==> src/rtl/throw_turn_sched.sv <==
// Two-player turn scheduler for the shared projectile engine.
// Handles force charging, flight supervision, damage, and turn handover.
module throw_turn_sched #(
    parameter int unsigned FORCE_TICK     = 65000,
    parameter int unsigned FORCE_MAX      = 1000,
    parameter int unsigned HP_INIT        = 5,
    parameter int unsigned DAMAGE         = 1,
    parameter int unsigned FLIGHT_TIMEOUT = 2**26,
    parameter int unsigned SETTLE_CYC     = 16
) (
    input  logic       clk,
    input  logic       rst,
    input  logic       start,
    input  logic       fire_p0,
    input  logic       fire_p1,
    input  logic       throw_done,
    input  logic       hit,
    output logic       throw_en,
    output logic [9:0] throw_force,
    output logic       active,
    output logic       charging,
    output logic [3:0] hp0,
    output logic [3:0] hp1,
    output logic       game_over,
    output logic       winner
);

    localparam int TW = (FORCE_TICK > 1) ? $clog2(FORCE_TICK) : 1;
    localparam int FW = (FLIGHT_TIMEOUT > 1) ? $clog2(FLIGHT_TIMEOUT) : 1;
    localparam int SW = (SETTLE_CYC > 1) ? $clog2(SETTLE_CYC) : 1;

    localparam logic [TW-1:0] TICK_LAST   = TW'(FORCE_TICK - 1);
    localparam logic [FW-1:0] FLIGHT_LAST = FW'(FLIGHT_TIMEOUT - 1);
    localparam logic [SW-1:0] SETTLE_LAST = SW'(SETTLE_CYC - 1);
    localparam logic [9:0]    FMAX        = 10'(FORCE_MAX);
    localparam logic [3:0]    HP0         = 4'(HP_INIT);
    localparam logic [3:0]    DMG         = 4'(DAMAGE);

    typedef enum logic [2:0] {
        S_IDLE, S_AIM, S_CHARGE, S_FLIGHT, S_SETTLE, S_OVER
    } state_t;

    state_t        state_q, state_d;
    logic [9:0]    force_q, force_d;
    logic [TW-1:0] tick_q, tick_d;
    logic [FW-1:0] flight_q, flight_d;
    logic [SW-1:0] settle_q, settle_d;
    logic          hit_seen_q, hit_seen_d;
    logic          active_q, active_d;
    logic [3:0]    hp0_q, hp0_d;
    logic [3:0]    hp1_q, hp1_d;
    logic          winner_q, winner_d;
    logic          en_q, chg_q, over_q;

    logic          fire_act;
    logic [3:0]    opp_hp;

    function automatic logic [3:0] dec(input logic [3:0] v);
        return (v >= DMG) ? v - DMG : 4'd0;
    endfunction

    assign fire_act = active_q ? fire_p1 : fire_p0;
    assign opp_hp   = active_q ? hp0_q : hp1_q;

    always_comb begin
        state_d    = state_q;
        force_d    = force_q;
        tick_d     = tick_q;
        flight_d   = flight_q;
        settle_d   = settle_q;
        hit_seen_d = hit_seen_q;
        active_d   = active_q;
        hp0_d      = hp0_q;
        hp1_d      = hp1_q;
        winner_d   = winner_q;
        unique case (state_q)
            S_IDLE, S_OVER: begin
                if (start) begin
                    state_d  = S_AIM;
                    hp0_d    = HP0;
                    hp1_d    = HP0;
                    active_d = 1'b0;
                    force_d  = '0;
                end
            end
            S_AIM: begin
                if (fire_act) begin
                    state_d = S_CHARGE;
                    force_d = '0;
                    tick_d  = '0;
                end
            end
            S_CHARGE: begin
                if (!fire_act) begin
                    if (force_q == '0) begin
                        state_d = S_AIM;
                    end else begin
                        state_d    = S_FLIGHT;
                        flight_d   = '0;
                        hit_seen_d = 1'b0;
                    end
                end else if (tick_q == TICK_LAST) begin
                    tick_d = '0;
                    if (force_q < FMAX) force_d = force_q + 10'd1;
                end else begin
                    tick_d = tick_q + 1'b1;
                end
            end
            S_FLIGHT: begin
                flight_d = flight_q + 1'b1;
                // Only the first hit of a flight deals damage.
                if (hit && !hit_seen_q) begin
                    hit_seen_d = 1'b1;
                    if (active_q) hp0_d = dec(hp0_q);
                    else          hp1_d = dec(hp1_q);
                end
                if (throw_done || flight_q == FLIGHT_LAST) begin
                    state_d  = S_SETTLE;
                    settle_d = '0;
                end
            end
            S_SETTLE: begin
                settle_d = settle_q + 1'b1;
                if (settle_q == SETTLE_LAST) begin
                    if (opp_hp == '0) begin
                        state_d  = S_OVER;
                        winner_d = active_q;
                    end else begin
                        state_d  = S_AIM;
                        active_d = ~active_q;
                        force_d  = '0;
                    end
                end
            end
            default: state_d = S_IDLE;
        endcase
    end

    always_ff @(posedge clk or posedge rst) begin
        if (rst) begin
            state_q    <= S_IDLE;
            force_q    <= '0;
            tick_q     <= '0;
            flight_q   <= '0;
            settle_q   <= '0;
            hit_seen_q <= 1'b0;
            active_q   <= 1'b0;
            hp0_q      <= HP0;
            hp1_q      <= HP0;
            winner_q   <= 1'b0;
            en_q       <= 1'b0;
            chg_q      <= 1'b0;
            over_q     <= 1'b0;
        end else begin
            state_q    <= state_d;
            force_q    <= force_d;
            tick_q     <= tick_d;
            flight_q   <= flight_d;
            settle_q   <= settle_d;
            hit_seen_q <= hit_seen_d;
            active_q   <= active_d;
            hp0_q      <= hp0_d;
            hp1_q      <= hp1_d;
            winner_q   <= winner_d;
            en_q       <= (state_d == S_FLIGHT);
            chg_q      <= (state_d == S_CHARGE);
            over_q     <= (state_d == S_OVER);
        end
    end

    assign throw_en    = en_q;
    assign throw_force = force_q;
    assign active      = active_q;
    assign charging    = chg_q;
    assign hp0         = hp0_q;
    assign hp1         = hp1_q;
    assign game_over   = over_q;
    assign winner      = winner_q;

endmodule

==> config.mk <==
export PLATFORM = sky130hd
export DESIGN_NAME = throw_turn_sched
export DESIGN_NICKNAME = d
export VERILOG_FILES = /design/src/rtl/throw_turn_sched.sv
export SDC_FILE = /design/constraint.sdc
export NUM_CORES = 1
export LEC_CHECK = 0
export ABC_AREA = 1
export CELL_PAD_IN_SITES_DETAIL_PLACEMENT = 1
export CELL_PAD_IN_SITES_GLOBAL_PLACEMENT = 1
export CORE_ASPECT_RATIO = 1.2
export CORE_MARGIN = 10
export CORE_UTILIZATION = 25
export DETAILED_ROUTE_END_ITERATION = 16
export PLACE_DENSITY_LB_ADDON = 0.1
export REMOVE_ABC_BUFFERS = 1
export SLEW_MARGIN = 20
export SYNTH_ARGS = -nofsm -noshare
export SYNTH_HDL_FRONTEND = slang
export SYNTH_SLANG_ARGS = --single-unit
==> constraint.sdc <==
create_clock -name clk -period 2.2 [get_ports clk]
set_input_delay 0.44 -clock clk [delete_from_list [all_inputs] [get_ports clk]]
set_output_delay 0.44 -clock clk [all_outputs]
set_load 0.01 [all_outputs]
---- After elaboration in Yosys (flattened, before gate mapping) ----
Index checks and enable logic that the tools add are counted.
word-level totals
  bits in registers ....................... 73
  output and inout bits ................... 23
operators by class
  $lt $le $gt $ge ......................... 3
  eq/ne operators ......................... 24
  reduce and logical (&&, ||, !) cells .... 22
  muxes and demuxes ....................... 44
  bitwise operators ....................... 1
  add/sub/neg operators ................... 6
operator list
  kind                                                                                 count
  10-bit two-way mux                                                                   7
  26-bit two-way mux                                                                   2
  26-bit one-hot mux with 2 select lines                                               1
  16-bit two-way mux                                                                   3
  10-bit one-hot mux with 4 select lines                                               1
  4-bit two-way mux                                                                    9
  16-bit one-hot mux with 2 select lines                                               1
  26-bit by 1-bit adder with 26-bit output, second input constant                      1
  26-bit == test, second input constant                                                1
  2-bit != test, second input constant                                                 13
  4-bit one-hot mux with 2 select lines                                                3
  3-bit two-way mux                                                                    6
  16-bit by 1-bit adder with 16-bit output, second input constant                      1
  16-bit == test, second input constant                                                1
  4-bit AND reduction                                                                  4
  3-bit one-hot mux with 5 select lines                                                1
  3-bit by 2-bit == test with 1-bit output, second input constant                      4
  10-bit by 1-bit adder with 10-bit output, second input constant                      1
  10-bit zero test                                                                     1
  10-bit less-than comparator, second input constant                                   1
  2-bit nonzero test                                                                   5
  3-bit == test, second input constant                                                 3
  3-bit AND reduction                                                                  3
  4-bit by 1-bit greater-or-equal comparator with 1-bit output, second input constant  2
  17 further kinds                                                                     25

---- Depth between registers and ports, before layout ----
Gate-level depths: netlist (run 1).
  depth after elaboration ................. 6
  depth in mapped cells ................... 11

---- Worst setup path after synthesis (run 1) ----
OpenSTA, ideal clock, no wires.
  path type ............................... register to register
  from .................................... register flight_q[0]
  to ...................................... register settle_q[3]
  buffers on the path ..................... 0
  required time ........................... 2.079 ns
  arrival ................................. 1.395 ns
  period minus slack after synthesis ...... 1.516 ns
  setup slack ............................. 0.684 ns
  stages on the path, launching flop included .. 11
  setup time .............................. 0.121 ns
  cell sequence ........................... dfrtp_1 -> ha_1 -> nand2_2 -> nor2_4 -> nand2_2 -> nor2_2 -> nand2_1 -> nand2_1 -> nand2_1 -> nand3_1 -> nand2_1
on the way
  longest elaborated chain between the ends .. 4
RTL lines
  what                           RTL line  RTL
  start: declaration             46        logic [FW-1:0] flight_q, flight_d;
  start signal: assignment       158       flight_q <= flight_d;
  26-bit == test                 117       if (throw_done || flight_q == FLIGHT_LAST) begin
  1-bit logical OR               117
  2-bit != test (no line)        --
  2-bit AND reduction (no line)  --
  end signal: assignment         159       settle_q <= settle_d;
  end: declaration               47        logic [SW-1:0] settle_q, settle_d;
No other way between the ends.
A chain may end at the register's enable or synchronous reset.

---- Worst setup path after layout (run 1) ----
  from .................................... register force_q[5] (netlist: throw_force[5])
  to ...................................... output throw_force[5]
RTL lines
  what                      RTL line  RTL
  start: declaration        44        logic [9:0] force_q, force_d;
  start signal: assignment  156       force_q <= force_d;
  end: declaration          19        output logic [9:0] throw_force,
No word-level cell between the ends.

==> metrics.yaml, run 1 <==
synthFlopType: "dfrtp_1"
drt-initial-drc-count: 225
syn_area_per_cell_um2: 6.91
fmax_mhz: 520
clk_latency_ps: 340
multi_input_area_um2: 2540
final.setup_skew_ps: 15.2
fillers: 2325
postRouteAntennaNets: 0
ff2ff_setup_slack_ps: 380
p_sw_frac: 0.425
htreeDepth: 3
synth_edf_count: 0
synthTopCellsByArea: "dfrtp_1 (36%), nand2_1 (16%), nand3_1 (11%)"
path_class: "reg -> out"
drv_cap: 0
vias: 4558
ys_seq_elements: 73
grt_max_degree: 44
final_nets: 742
hpwl_um: 11400
p_leak_nw: 2.63
yosysTopAreaCell: "dfrtp_1"
rsz0062_at_grt: "false"
wl_um: 15100
cts-root-buf: "clkbuf_16"
avgRoutedWirePerCell_um: 15.3
combinationalPowerShare: 0.401
yosysUniqueCellTypes: 37
path_clk_slew_ps: 60
r2r-end: "game_over"
grt_antenna_before_repair: 0
syn_inst: 689
reg2reg_from: "state_q[0]"
fp.dieArea_um2: 25000
hp-class: "in -> async"
dr.pass1.iters: 4
drc: 0
cts_tree: "done"
synth_commonest_cells: "nand2_1 (200), nand3_1 (101), nor2_1 (81)"
crit_buf_inv: 1
cts_resized: 0
relSlewSlack: 0.713
finalCritPeriodShare: 0.874
path_max_fanout: 9
end_kind: "output pin"
dpl.cell_count: 971
hold_viol: 0
min_period_ps: 1920
vias_per_cell: 4.62
p_seq_frac: 0.353
final_layout_size_suffix_gt1_frac: 0.101
worstPathArrival_ps: 1480
core_um2: 18800
portBuffers: 29
worstPathCellList: "clkdlybuf4s50_1"
grt_pass1_vias: 4915
power.switching_mw: 2.62
synth_most_common_cell: "nand2_1"
num_antenna_cells: 0
worst-r2r-cell-count: 6
yosys_warnings: 0
slowest_stage: "clkdlybuf4s50_1"
grt_pass1_wl_um: 25500
setup_viol_count_final: 0
rows: 55
grt_overflow_total: 0
die_y_um: 171
post_cts_buffers: 0
clock-sinks: 73
report.final.slew_viol_count: 0
netlist_area_um2: 4760
final_cells: 987
power.internal_mw: 3.54
routabilityCongestion: 0.772
cp.required_ps: 1760
seqCellArea_um2: 1830
powerDensity_nw_per_um2: 1080
area_growth_pct: 19.8
peakVddDrop_mv: 0.384
cp-start-kind: "register"
path_delay_family: "buffers and inverters"
start_util: 0.253
cts-hold-fix-buffers: 0
track_usage: 0.126
numCtsBuffers: 9
status: "finished clean"
ios: 30
setup_tns_ps: 0
max_stage_delay_ps: 610
async_flop_share: 1.00
p_clk_frac: 0.246
clockBufferDepth: 2
tightestPinTransition_ps: 429
dieWidth_um: 146
yosysSeqAreaShare: 0.385
synthDominantCellAreaShare: 0.363
[placed cells by master, fill, tap and decap left out, drive strengths merged]
| master | n |
|---|---|
| nand2 | 210 |
| nand3 | 105 |
| nor2 | 91 |
| inv | 80 |
| dfrtp | 69 |
| o21ai | 36 |
| clkdlybuf4s50 | 29 |
| nor3 | 16 |
| a21oi | 13 |
| clkbuf | 13 |
| buf | 12 |
| nand4 | 10 |
| or2 | 9 |
| ha | 9 |
| xor2 | 6 |
| xnor2 | 6 |
| dfstp | 4 |
| nand3b | 3 |
| o31ai | 3 |
| clkinv | 2 |
| nor3b | 1 |
| o21a | 1 |
| a21o | 1 |
| clkinvlp | 1 |
| bufinv | 1 |
[registers in the layout, indices dropped and copies added (netlist names)]
| name | cells |
|---|---|
| active | 1 |
| charging | 1 |
| flight_q | 26 |
| game_over | 1 |
| hit_seen_q | 1 |
| hp0 | 4 |
| hp1 | 4 |
| settle_q | 4 |
| state_q | 3 |
| throw_en | 1 |
| throw_force | 10 |
| tick_q | 16 |
| winner | 1 |
[power by group through the flow]
| stage | combinational [mW] | clock [mW] | sequential [mW] |
|---|---|---|---|
| finish | 2.47 | 1.52 | 2.18 |
| global route | 2.83 | 1.64 | 2.24 |
| CTS | 2.54 | 1.57 | 2.18 |
| detailed placement | 2.53 | 0 | 2.20 |
| global placement | 2.47 | 0 | 2.19 |
| floorplan | 1.62 | 0 | 2.11 |
[worst max path at each step]
stage | end | cells after the start | startpoint | slack, ps
finish | throw_force[5] | 1 | throw_force[5] | 280
global route | tick_q[14] | 8 | tick_q[0] | 190
CTS | throw_force[5] | 1 | throw_force[5] | 250
detailed placement | throw_force[1] | 10 | fire_p1 | 130
global placement | tick_q[2] | 8 | fire_p1 | 110
floorplan | active | 1 | rst | -90
[per-stage QoR]
stage	worst slack [ps]	util	instance area, um2	hold slack, ps	power [mW]
6_report	276	0.303	5700	417	6.16
3_3_place_gp	108	0.288	5410	477	4.66
5_1_grt	187	0.303	5700	465	6.71
4_1_cts	247	0.303	5700	422	6.29
2_1_floorplan	-86.7	-	4680	448	3.73
3_5_place_dp	126	0.288	5410	483	4.73
[layer usage]
| layer | routed length (um) | vias up | part of all wire | global-route usage |
|---|---|---|---|---|
| li1 | - | 2276 | - | - |
| met1 | 6270 | 2246 | 0.41 | 0.137 |
| met2 | 8430 | 24 | 0.56 | 0.246 |
| met3 | 211 | 12 | 0.014 | 0.0161 |
| met4 | 206 | 0 | 0.014 | 0.0423 |
| met5 | 0 | - | 0 | 0 |
[cells by family after synthesis]
group	count (synthesis)	synth area share
and+or+nand+nor	445	0.425
adders and majority gates	9	0.0237
buffers and inverters	96	0.0810
xor gates and xnor gates	12	0.0221
AOI/OAI and AO/OA	54	0.0634
DFF	73	0.385
[area by class of cell]
class	instances	area share
Clock buffer	13	0.0439
Clock inverter	3	0.00746
Inverter	81	0.0540
Multi-Input combinational cell	520	0.446
Sequential cell	73	0.321
Tap cell	256	0.0562
Timing Repair Buffer	41	0.0711
No activity file was read; power rests on OpenSTA's default activity.
==> inputs of run 2 (changes only) <==
--- a/config.mk
+++ b/config.mk
@@ -6,12 +6,14 @@
 export NUM_CORES = 1
 export LEC_CHECK = 0
 export ABC_AREA = 1
+export ABC_CLOCK_PERIOD_IN_PS = 2200
 export CELL_PAD_IN_SITES_DETAIL_PLACEMENT = 1
 export CELL_PAD_IN_SITES_GLOBAL_PLACEMENT = 1
 export CORE_ASPECT_RATIO = 1.2
 export CORE_MARGIN = 10
 export CORE_UTILIZATION = 25
 export DETAILED_ROUTE_END_ITERATION = 16
+export MAX_ROUTING_LAYER = met4
 export PLACE_DENSITY_LB_ADDON = 0.1
 export REMOVE_ABC_BUFFERS = 1
 export SLEW_MARGIN = 20
==> metrics.yaml, run 2 (synthesis gave the netlist of run 1 again) <==
clock-sinks: 73
worstPathCellList: "clkdlybuf4s50_1"
clockBufferDepth: 2
hold_viol: 0
grt_overflow_total: 0
fp.dieArea_um2: 25000
end_kind: "output pin"
fmax_mhz: 519
vias: 4554
dr.pass1.iters: 6
final_layout_size_suffix_gt1_frac: 0.101
htreeDepth: 3
largest_register: "flight_q"
rows: 55
peakVddDrop_mv: 0.384
grt_antenna_before_repair: 0
report.final.slew_viol_count: 0
slowest_stage: "clkdlybuf4s50_1"
worstPathArrival_ps: 1490
grt_pass1_wl_um: 25500
drt-initial-drc-count: 235
final_cell_area_um2: 5700
cts_resized: 0
power.internal_mw: 3.54
wl_um: 15100
fin_util: 0.303
cts_tree: "done"
tightestPinTransition_ps: 431
area_growth_pct: 19.8
cts-root-buf: "clkbuf_16"
path_delay_family: "buffers and inverters"
powerDensity_nw_per_um2: 1080
setup_tns_ps: 0
p_leak_nw: 2.63
track_usage: 0.130
cp.required_ps: 1760
rsz0062_at_grt: "false"
num_antenna_cells: 0
grt_max_degree: 44
p_clk_frac: 0.247
clk_latency_ps: 350
hp-class: "in -> async"
path_max_fanout: 9
crit_buf_inv: 1
status: "finished clean"
fillers: 2325
final_nets: 742
routabilityCongestion: 0.782
place_area_um2: 5410
dieWidth_um: 146
largest_register_ffs: 26
setup_ws_ps: 273
power.switching_mw: 2.63
final.setup_skew_ps: 15.2
grt_pass1_vias: 4913
finalCritPeriodShare: 0.876
worstSetupStartpoint: "throw_force[5]"
max_stage_delay_ps: 610
path_class: "reg -> out"
post_cts_buffers: 0
drc: 0
avgRoutedWirePerCell_um: 15.3
min_period_ps: 1930
portBuffers: 29
multi_input_area_um2: 2540
cts-hold-fix-buffers: 0
seqCellArea_um2: 1830
ios: 30
vias_per_cell: 4.61
hpwl_um: 11400
p_seq_frac: 0.353
postRouteAntennaNets: 0
start_util: 0.253
combinationalPowerShare: 0.401
reg2reg_from: "state_q[0]"
cp-start-kind: "register"
place_ws_ps: 126
path_clk_slew_ps: 60
die_y_um: 171
final_common_cell: "nand2_1"
drv_cap: 0
core_um2: 18800
p_sw_frac: 0.426
relSlewSlack: 0.712
numCtsBuffers: 9
setup_viol_count_final: 0
layout_common_cells: "nand2_1 (200), nand3_1 (101), nor2_1 (81)"
## run 2: path summary, 6_finish.rpt
kind                       depth (start not counted)  slack (ps)              to
setup / recovery                                   1         270  throw_force[5]
hold / removal                                     2         420          hp1[1]
setup reg to reg                                   6         380       game_over
hold reg to reg                                    2         490          winner
max in group asynchronous                          3        1190     flight_q[1]
min in group clk                                   2         490          winner
## run 2: power by group through the flow
stage          sequential, mW  combinational (mW)  clock [mW]
2_1_floorplan            2.11                1.62           0
3_3_place_gp             2.19                2.47           0
3_5_place_dp             2.20                2.53           0
4_1_cts                  2.18                2.54        1.57
5_1_grt                  2.24                2.83        1.64
6_report                 2.17                2.47        1.52
## run 2: cell type report
| type | instances | share of cell area |
|---|---|---|
| clock buffers | 13 | 0.0439 |
| clock inverters | 3 | 0.00746 |
| inverters | 81 | 0.0540 |
| multi-input cells | 520 | 0.446 |
| flip-flops and latches | 73 | 0.321 |
| well taps | 256 | 0.0562 |
| repair buffers | 41 | 0.0711 |
## run 2: through the flow
stage | hold WS, ps | power (mW) | instances
global placement | 477 | 4.66 | 971
detailed placement | 483 | 4.73 | 971
floorplan | 448 | 3.73 | 674
finish | 417 | 6.17 | 987
CTS | 422 | 6.29 | 987
global route | 467 | 6.71 | 987
## run 2: routing by layer
metal,global-route usage,share of wire,wire (um)
met1,0.138,0.41,6260
met3,0.0148,0.015,222
met5,-,0,0
met2,0.246,0.56,8400
met4,0.0423,0.014,206
